**src/rtl/rr_grant_pkg.sv**
```systemverilog
// Shared sizes and state encoding for the 8-way round-robin grant encoder.
package rr_grant_pkg;
   localparam int NUM_REQ = 8;
   localparam int IDX_W   = 3;

   typedef enum logic {ST_IDLE, ST_GRANT} state_t;
endpackage

```
**src/rtl/rr_pick8.sv**
```systemverilog
// Combinational rotating-priority pick: first set bit of req at or after ptr (mod 8).
module rr_pick8
   import rr_grant_pkg::*;
(
   input  logic [NUM_REQ-1:0] req,
   input  logic [IDX_W-1:0]   ptr,
   output logic [IDX_W-1:0]   idx,
   output logic               any
);

   logic [2*NUM_REQ-1:0] dbl;
   logic [NUM_REQ-1:0]   rot;
   logic [IDX_W-1:0]     off;

   always_comb begin
      dbl = {req, req};
      // Shifting the doubled vector right by ptr yields a rotate, so bit 0 is requester ptr.
      rot = NUM_REQ'(dbl >> ptr);
      off = '0;
      for (int k = NUM_REQ - 1; k >= 0; k--) begin
         if (rot[k]) off = IDX_W'(k);
      end
      idx = ptr + off;
      any = |req;
   end

endmodule

```
**src/rtl/rr_grant_encoder.sv**
```systemverilog
// Round-robin arbiter over 8 requesters producing a registered 3-bit grant index,
// held until ack, request withdrawal or hold-counter timeout.
module rr_grant_encoder
   import rr_grant_pkg::*;
#(
   parameter int TIMEOUT = 16,
   localparam int CNT_W  = (TIMEOUT < 1) ? 1 : $clog2(TIMEOUT + 1)
) (
   input  logic               clk,
   input  logic               rst_n,
   input  logic [NUM_REQ-1:0] req,
   input  logic               ack,
   output logic [IDX_W-1:0]   gnt_idx,
   output logic               gnt_valid,
   output logic               timeout,
   output logic               busy
);

   state_t           state_q, state_d;
   logic [IDX_W-1:0] gnt_idx_q, gnt_idx_d;
   logic [IDX_W-1:0] ptr_q, ptr_d;
   logic [CNT_W-1:0] hold_cnt_q, hold_cnt_d;
   logic             timeout_q, timeout_d;

   logic [IDX_W-1:0] pick_idx;
   logic             pick_any;
   logic             expire;
   logic             norm_rel;

   rr_pick8 u_pick (
      .req (req),
      .ptr (ptr_q),
      .idx (pick_idx),
      .any (pick_any)
   );

   assign expire   = (TIMEOUT != 0) && (hold_cnt_q == CNT_W'(TIMEOUT - 1));
   assign norm_rel = ack || !req[gnt_idx_q];

   always_comb begin
      state_d    = state_q;
      gnt_idx_d  = gnt_idx_q;
      ptr_d      = ptr_q;
      hold_cnt_d = hold_cnt_q;
      timeout_d  = 1'b0;
      case (state_q)
         ST_IDLE: begin
            if (pick_any) begin
               gnt_idx_d  = pick_idx;
               hold_cnt_d = '0;
               state_d    = ST_GRANT;
            end
         end
         ST_GRANT: begin
            hold_cnt_d = hold_cnt_q + 1'b1;
            // A normal release wins over a coincident expiry, suppressing the pulse.
            if (norm_rel || expire) begin
               ptr_d      = gnt_idx_q + IDX_W'(1);
               hold_cnt_d = '0;
               state_d    = ST_IDLE;
               timeout_d  = !norm_rel;
            end
         end
         default: state_d = ST_IDLE;
      endcase
   end

   always_ff @(posedge clk or negedge rst_n) begin
      if (!rst_n) begin
         state_q    <= ST_IDLE;
         gnt_idx_q  <= '0;
         ptr_q      <= '0;
         hold_cnt_q <= '0;
         timeout_q  <= 1'b0;
      end else begin
         state_q    <= state_d;
         gnt_idx_q  <= gnt_idx_d;
         ptr_q      <= ptr_d;
         hold_cnt_q <= hold_cnt_d;
         timeout_q  <= timeout_d;
      end
   end

   assign gnt_idx   = gnt_idx_q;
   assign gnt_valid = (state_q == ST_GRANT);
   assign busy      = (state_q != ST_IDLE);
   assign timeout   = timeout_q;

endmodule

```
**config.mk**
```make
export PLATFORM = sky130hd
export DESIGN_NAME = rr_grant_encoder
export DESIGN_NICKNAME = d
export VERILOG_FILES = /design/src/rtl/rr_grant_pkg.sv /design/src/rtl/rr_pick8.sv /design/src/rtl/rr_grant_encoder.sv
export SDC_FILE = /design/constraint.sdc
export NUM_CORES = 1
export LEC_CHECK = 0
export ABC_AREA = 1
export BUFFER_PORTS_ARGS = -buffer_cell sky130_fd_sc_hd__buf_2
export CAP_MARGIN = 10
export CORE_ASPECT_RATIO = 0.9
export CORE_UTILIZATION = 44
export DETAILED_ROUTE_END_ITERATION = 10
export GPL_TIMING_DRIVEN = 0
export HOLD_SLACK_MARGIN = 0.15
export SLEW_MARGIN = 0
export SYNTH_ARGS = -nofsm -noshare
export SYNTH_HDL_FRONTEND = slang
export SYNTH_HIERARCHICAL = 1
export SYNTH_SLANG_ARGS = --single-unit
export TNS_END_PERCENT = 50
```
**constraint.sdc**
```tcl
create_clock -name clk -period 3.97 [get_ports clk]
set_input_delay 0.1985 -clock clk [delete_from_list [all_inputs] [get_ports clk]]
set_output_delay 0.1985 -clock clk [all_outputs]
set_load 0.01 [all_outputs]
```
==> results of run 1 <==
[worst max-delay path by stage]
stage                                     from                endpoint  slack, ns  cells past startpoint
final                     ptr_q[0]$_DFFE_PN0P_  gnt_idx[2]$_DFFE_PN0P_       1.21                     20
after global routing      ptr_q[0]$_DFFE_PN0P_  gnt_idx[2]$_DFFE_PN0P_        1.0                     20
after CTS                 ptr_q[0]$_DFFE_PN0P_  gnt_idx[2]$_DFFE_PN0P_       1.22                     20
after detailed placement  ptr_q[0]$_DFFE_PN0P_  gnt_idx[2]$_DFFE_PN0P_       1.25                     21
after global placement    ptr_q[0]$_DFFE_PN0P_  gnt_idx[2]$_DFFE_PN0P_       1.27                     20
after floorplan           ptr_q[0]$_DFFE_PN0P_  gnt_idx[2]$_DFFE_PN0P_       1.46                     20
[metrics by stage]
step | hold WS (ns) | total power (uW) | instances
finish | 0.2228 | 1115 | 250
global route | 0.2319 | 1241 | 250
CTS | 0.2190 | 1115 | 250
detailed placement | 0.1027 | 1027 | 245
global placement | 0.09643 | 1009 | 245
floorplan | -0.09709 | 856.4 | 189
[layout make-up]
cell class	instances	area, um2
buffer	5	42.54
clock buffer	3	22.52
clock inverter	1	5.005
fill	320	1313
inverter	25	103.9
multi-input combinational	146	795.8
sequential	13	325.3
tap	40	50.05
timing repair buffer	17	90.09
[power by group]
part	switching [uW]	leakage, uW	internal, uW	total [uW]
Sequential	45.7	0.000167	177	222
Combinational	506	0.000600	303	809
Clock	46.0	0.0000177	37.4	83.5
Total	598	0.000785	517	1110
[what timing repair did]
item / CTS / global route
setup buffers: 0 / 0
resized for setup: 0 / 0
endpoints found under the hold margin: 13 / 0
hold buffers: 1 / 0
[sequential cells by signal, summed over array words and instances (netlist names)]
register / count
hold_cnt_q: 5
gnt_idx: 3
ptr_q: 3
busy: 1
timeout: 1
[cell usage after synthesis (all sizes together)]
library cell and instances:
nand2 83, nand3 28, inv 25, dfrtp 13
nor2 7, buf 5, a21oi 4, ha 4
xor2 4, nand4 3, nor4 3, nand3b 2
o21ai 2, o22ai 2, fa 1, mux2 1
o21bai 1, or2 1
[routing by layer]
metal | share of wire (%) | routed length, um | GRT usage (%)
met1 | 58 | 1604 | 32.43
met2 | 38 | 1049 | 28.35
met3 | 4.1 | 113 | 5.134
met4 | 0 | 0 | 1.190
met5 | 0 | 0 | 0
[kinds of logic after synthesis]
kind of cell | Yosys count
xor+xnor | 4
fa+ha+maj | 5
buf+inv | 30
simple gates | 127
mux | 1
compound gates | 9
flops | 13
[critical path, stage by stage (launching register included)]
cell and delay, ns:
sky130_fd_sc_hd__dfrtp_1 0.42, sky130_fd_sc_hd__buf_6 0.16, sky130_fd_sc_hd__nand2_1 0.10, sky130_fd_sc_hd__nand3_2 0.08, sky130_fd_sc_hd__nand2_1 0.13, sky130_fd_sc_hd__nand2_1 0.10
sky130_fd_sc_hd__nand2_1 0.07, sky130_fd_sc_hd__nand2_1 0.05, sky130_fd_sc_hd__nand2_1 0.06, sky130_fd_sc_hd__nand2_1 0.05, sky130_fd_sc_hd__nand2_1 0.05, sky130_fd_sc_hd__nand2_1 0.05
sky130_fd_sc_hd__a21oi_1 0.12, sky130_fd_sc_hd__ha_1 0.15, sky130_fd_sc_hd__inv_1 0.04, sky130_fd_sc_hd__fa_1 0.37, sky130_fd_sc_hd__xor2_1 0.16, sky130_fd_sc_hd__nand3b_1 0.16
sky130_fd_sc_hd__nand2_1 0.07, sky130_fd_sc_hd__inv_1 0.03, sky130_fd_sc_hd__mux2_2 0.24
==> impl_metrics.csv, run 1 <==
group,metric,value,unit
run_status,status,"complete, no violations",
floorplan,design.die.area,3100,um2
timing,rsz0062_at_grt,"no",
synthesis,yosys.area.top_type_share,25.67,%
place,placement.cell_area,1398,um2
synthesis,syn-cell-area,1267,um2
worst_setup_path,timing.rr.end,"gnt_idx[2]$_DFFE_PN0P_",
synthesis,yosysWarningCount,6,
worst_setup_path,rrSetupSlack,1.21,ns
drt,ant_nets,0,
layout,postLayoutCellArea,1435,um2
floorplan,num_rows,18,
floorplan,fp.coreArea,2748,um2
layout,post-route-util,52.23,%
timing,fmax,362.8,MHz
global_routing,grt.overflow.total,0,
synthesis,postSynthCellCount,189,
global_routing,grt_start_max_net_pins,14,
worst_setup_path,critPathCaptureType,"flop",
timing,period_needed,2.756,ns
worst_setup_path,worst_ep_arrival_time,2.94,ns
layout,flow.area_growth_from_synthesis,13.23,%
synthesis,synth_top_family_by_area,"simple AND/OR/NAND/NOR gates",
cts,h_tree_level_count,1,
synthesis,synth-adder-area-share,5.528,%
global_routing,grt_use_total,20.42,%
layout,insertedDiodeCount,0,
place,io_buffers,16,
place,gp_congestion,0.8396,
cts,clkSlewWorstSetupHoldPaths,0.09,ns
synthesis,top_cells_by_area_synth,"sky130_fd_sc_hd__dfrtp_1 (26%), sky130_fd_sc_hd__nand2_1 (21%), sky130_fd_sc_hd__nand3_1 (8.7%)",
drt,detailroute.via_count,1209,
worst_setup_path,cp.required,4.15,ns
synthesis,synth_largest_area_cell,"sky130_fd_sc_hd__dfrtp_1",
cts,clk_root_buffer_cell,"sky130_fd_sc_hd__clkbuf_4",
timing,tightestPinTransition,0.2986,ns
power,leakage,0.0007846,uW
synthesis,synth_compound_area_share,4.245,%
hold_path,min_to,"timeout$_DFF_PN0_",
timing,finalSetupTns,0,ns
drt,starting_drc_count_in_detailed_routing,31,
worst_setup_path,worst-setup-path-type,"reg2reg",
synthesis,synth_area_in_xor_xnor,2.764,%
floorplan,initial_core_util,46.13,%
drt,routedWlPerCell,11.07,um
drt,wl,2767,um
hold_path,timing.hold.worst.class,"in2reg",
synthesis,synth-simple-area-share,49.36,%
floorplan,width_of_the_die,58.58,um
worst_setup_path,critical_path.reg2reg.startpoint,"ptr_q[0]$_DFFE_PN0P_",
layout,mostFrequentLayoutCell,"sky130_fd_sc_hd__nand2_1",
layout,layout.cells.most_common_list,"sky130_fd_sc_hd__nand2_1 (70), sky130_fd_sc_hd__inv_1 (22), sky130_fd_sc_hd__nand3_1 (22), sky130_fd_sc_hd__buf_2 (17), sky130_fd_sc_hd__dfrtp_1 (13)",
cts,cts_tree,"built",
global_routing,grt_antenna_before_repair,0,
layout,layout.nets,227,
synthesis,synth.mux.area_fraction,0.8885,%
drt,detail_route.first_pass.iterations,5,
worst_setup_path,crit_path_start_kind,"flop",
place,detailed_place_hpwl,2232,um
global_routing,first_pass_grt_wire_length,4726,um
power,maximum_ir_drop_on_the_vdd_rail,0.0003436,V
synthesis,synth_cell_types,30,
worst_setup_path,worst-path-max-fanout,9,
drt,dr_drc_count,0,
power,power.density_cell_area,776.9,nW/um2
timing,crit_share_post_route,69.43,%
drt,detail_route.vias_per_cell,4.836,
worst_setup_path,r2r_cells,20,
cts,clock_sinks,13,
cts,worst_skew_pair.late_latency,0.28,ns
synthesis,synthesis.nets,205,
timing,clock_skew,0.01040,ns
run,timing.max_cap.violations,0,
layout,drive_gt1_share,25.24,%
timing,maxSlewHeadroom,80.09,%
timing,slew_violations,0,
timing,setup_viol_count_final,0,
cts,cts_buffers,3,
floorplan,chipHeight,52.92,um
timing,worst_slack,1.214,ns
synthesis,post_synth.cell_area_avg,6.706,um2
hold_path,min_delay_path_depth,4,
synthesis,seq_area_frac_synth,25.67,%
floorplan,number_of_i_o_pins,17,
timing,hold_violations,0,
synthesis,postSynthRegisterBits,13,
global_routing,first_global_vias,1056,
hold_path,source_of_the_worst_hold_timing_path,"ack",
cts,clk_path_buf_depth,2,
place,pre_cts_ws,1.250,ns
No activity file was read; power rests on OpenSTA's default activity.
==> run 2, diff against run 1 <==
- PLACE_DENSITY: not set -> 0.66
- clock period: 3.97 -> 2.35 ns (I/O delays scaled with it)
==> run 2 against run 1 <==
Net effect: the run now ends with negative setup slack left; final cell count increased by 2.0%; sequential cell count stayed put; via count up 5.6%; final area is 4.5% higher; global-route usage is 0.92 points higher; non-clock buffer count rose by 5; sequential share of layout area shrank 0.98 points; largest cell class unchanged; clock-buffer cell count up 1; clock skew decreased by 0.0090 ns; wire length increased by 9.7%; first-iteration DRC count grew 97%; hold slack better by 0.054 ns.
==> impl_metrics.csv, run 2 (synthesized netlist as in run 1, its figures left out) <==
group,metric,value,unit
drt,dr_drc_count,0,
cts,clkSlewWorstSetupHoldPaths,0.08,ns
place,gp_congestion,0.8074,
worst_setup_path,worst_ep_arrival_time,2.81,ns
worst_setup_path,crit_path_start_kind,"flop",
cts,h_tree_level_count,1,
power,power.density_cell_area,1343,nW/um2
layout,layout.cells.most_common_list,"sky130_fd_sc_hd__nand2_1 (65), sky130_fd_sc_hd__inv_1 (22), sky130_fd_sc_hd__nand3_1 (21), sky130_fd_sc_hd__buf_2 (18), sky130_fd_sc_hd__nand2_2 (17)",
drt,detailroute.via_count,1277,
power,p_sw,1070,uW
timing,slew_violations,0,
power,p_total,2015,uW
place,detailed_place_hpwl,2347,um
floorplan,width_of_the_die,58.58,um
drt,wl,3035,um
timing,tightestPinTransition,0.2930,ns
place,io_buffers,16,
worst_setup_path,cp.required,2.51,ns
floorplan,chipHeight,52.92,um
worst_setup_path,worst-setup-path-type,"reg2reg",
power,intPower,945.2,uW
drt,detail_route.first_pass.iterations,4,
run_status,failed_checks,"negative setup slack",
worst_setup_path,timing.rr.end,"gnt_idx[2]$_DFFE_PN0P_",
run,timing.max_cap.violations,0,
global_routing,first_pass_grt_wire_length,5002,um
global_routing,grt_use_total,21.34,%
cts,worst_skew_pair.late_latency,0.27,ns
layout,insertedDiodeCount,0,
timing,hold_violations,0,
layout,flow.area_growth_from_synthesis,18.36,%
worst_setup_path,critPathCaptureType,"flop",
layout,registers.top_by_ff_count,"hold_cnt_q",
global_routing,grt_start_max_net_pins,14,
floorplan,design.die.area,3100,um2
cts,cts_tree,"built",
floorplan,num_rows,18,
power,netSwitchingFraction,53.10,%
layout,layout.nets,232,
power,maximum_ir_drop_on_the_vdd_rail,0.0006209,V
run_status,status,"finished with violations",
timing,clock_skew,0.001388,ns
timing,setup_viol_count_final,2,
timing,maxSlewHeadroom,80.47,%
timing,rsz0062_at_grt,"yes",
cts,clk_root_buffer_cell,"sky130_fd_sc_hd__clkbuf_4",
hold_path,timing.hold.worst.class,"in2async",
global_routing,grt.overflow.total,0,
power,power.sequential.fraction,18.8,%
worst_setup_path,r2r_cells,21,
power,clock_power_share,6.8,%
cts,clk_path_buf_depth,2,
layout,mostFrequentLayoutCell,"sky130_fd_sc_hd__nand2_1",
drt,starting_drc_count_in_detailed_routing,61,
cts,cts_buffers,3,
worst_setup_path,worst-path-max-fanout,8,
floorplan,fp.coreArea,2748,um2
timing,crit_share_post_route,112.7,%
global_routing,first_global_vias,1149,
layout,flip_flop_count_of_the_largest_register_all_copies_and_words_added,5,
power,leakage,0.0008105,uW
power,power.combinational.fraction,74.5,%
timing,worst_slack,-0.2983,ns
drt,detail_route.vias_per_cell,5.008,
floorplan,number_of_i_o_pins,17,
worst_setup_path,rrSetupSlack,-0.30,ns
global_routing,grt_antenna_before_repair,0,
timing,period_needed,2.648,ns
drt,ant_nets,0,
drt,routedWlPerCell,11.90,um
cts,clock_sinks,13,
worst_setup_path,critical_path.reg2reg.startpoint,"ptr_q[0]$_DFFE_PN0P_",
layout,drive_gt1_share,29.77,%
timing,hold_ws,0.2768,ns
floorplan,initial_core_util,46.13,%
timing,fmax,377.6,MHz
run 2: final cells by class:
class | count | area, um2
Tap cell | 40 | 50.05
Inverter | 25 | 108.9
Multi-Input combinational cell | 146 | 819.5
Timing Repair Buffer | 22 | 127.6
Sequential cell | 13 | 325.3
Fill cell | 294 | 1247
Clock buffer | 4 | 26.28
Buffer | 5 | 42.54
run 2: power groups by stage:
stage	clock (uW)	sequential [uW]	combinational, uW
after floorplan	0	380	1070
after global placement	0	374	1330
after detailed placement	0	383	1360
after CTS	141	378	1450
after global routing	151	391	1680
final	136	378	1500
run 2: how the worst max path moves through the flow:
stage	start	to	slack, ns	depth (start not counted)
6_report	ptr_q[0]$_DFFE_PN0P_	gnt_idx[2]$_DFFE_PN0P_	-0.30	21
2_1_floorplan	ptr_q[0]$_DFFE_PN0P_	gnt_idx[2]$_DFFE_PN0P_	-0.16	20
3_3_place_gp	ptr_q[1]$_DFFE_PN0P_	gnt_idx[2]$_DFFE_PN0P_	-0.35	20
4_1_cts	ptr_q[0]$_DFFE_PN0P_	gnt_idx[2]$_DFFE_PN0P_	-0.30	20
5_1_grt	ptr_q[0]$_DFFE_PN0P_	gnt_idx[2]$_DFFE_PN0P_	-0.49	21
3_5_place_dp	ptr_q[1]$_DFFE_PN0P_	gnt_idx[2]$_DFFE_PN0P_	-0.38	20
run 2: through the flow:
stage	utilization (%)	setup WS [ns]	instance area, um2	setup TNS, ns	cells
after CTS	54.01	-0.2990	1484	-0.2990	254
after detailed placement	50.87	-0.3811	1398	-0.3811	245
after global routing	54.60	-0.4941	1500	-0.6619	255
final	54.60	-0.2983	1500	-0.3106	255
after global placement	50.87	-0.3548	1398	-0.3548	245
after floorplan	-	-0.1619	1267	-0.1619	189
run 2: worst max-delay path, cell delays in order (launching register included):
cell	delay [ns]
sky130_fd_sc_hd__dfrtp_1	0.41
sky130_fd_sc_hd__buf_6	0.16
sky130_fd_sc_hd__inv_8	0.05
sky130_fd_sc_hd__nand2_2	0.06
sky130_fd_sc_hd__nand3_1	0.07
sky130_fd_sc_hd__nand2_2	0.11
sky130_fd_sc_hd__nand2_2	0.07
sky130_fd_sc_hd__nand2_1	0.07
sky130_fd_sc_hd__nand2_1	0.04
sky130_fd_sc_hd__nand2_1	0.05
sky130_fd_sc_hd__nand2_1	0.04
sky130_fd_sc_hd__nand2_1	0.05
sky130_fd_sc_hd__nand2_1	0.06
sky130_fd_sc_hd__a21oi_2	0.11
sky130_fd_sc_hd__ha_1	0.14
sky130_fd_sc_hd__inv_1	0.05
sky130_fd_sc_hd__fa_2	0.33
sky130_fd_sc_hd__xor2_1	0.15
sky130_fd_sc_hd__nand3b_1	0.15
sky130_fd_sc_hd__nand2_1	0.06
sky130_fd_sc_hd__inv_1	0.03
sky130_fd_sc_hd__mux2_2	0.25
run 2: per-layer routing:
layer,wire length [um],vias to the layer above,GRT usage (%)
met5,0,-,0
met4,11,0,2.778
met3,110,2,4.401
met2,1390,21,36.59
met1,1522,602,28.38
li1,-,652,-
run 2: what timing repair did:
action | CTS | global route
hold buffers | 2 | 0
buffers inserted | 2 | 1
cloned | 1 | 0
gates resized for setup | 7 | 3
hold endpoints to repair | 14 | 0
setup endpoints to repair | 2 | 2
pin swaps | 1 | 2
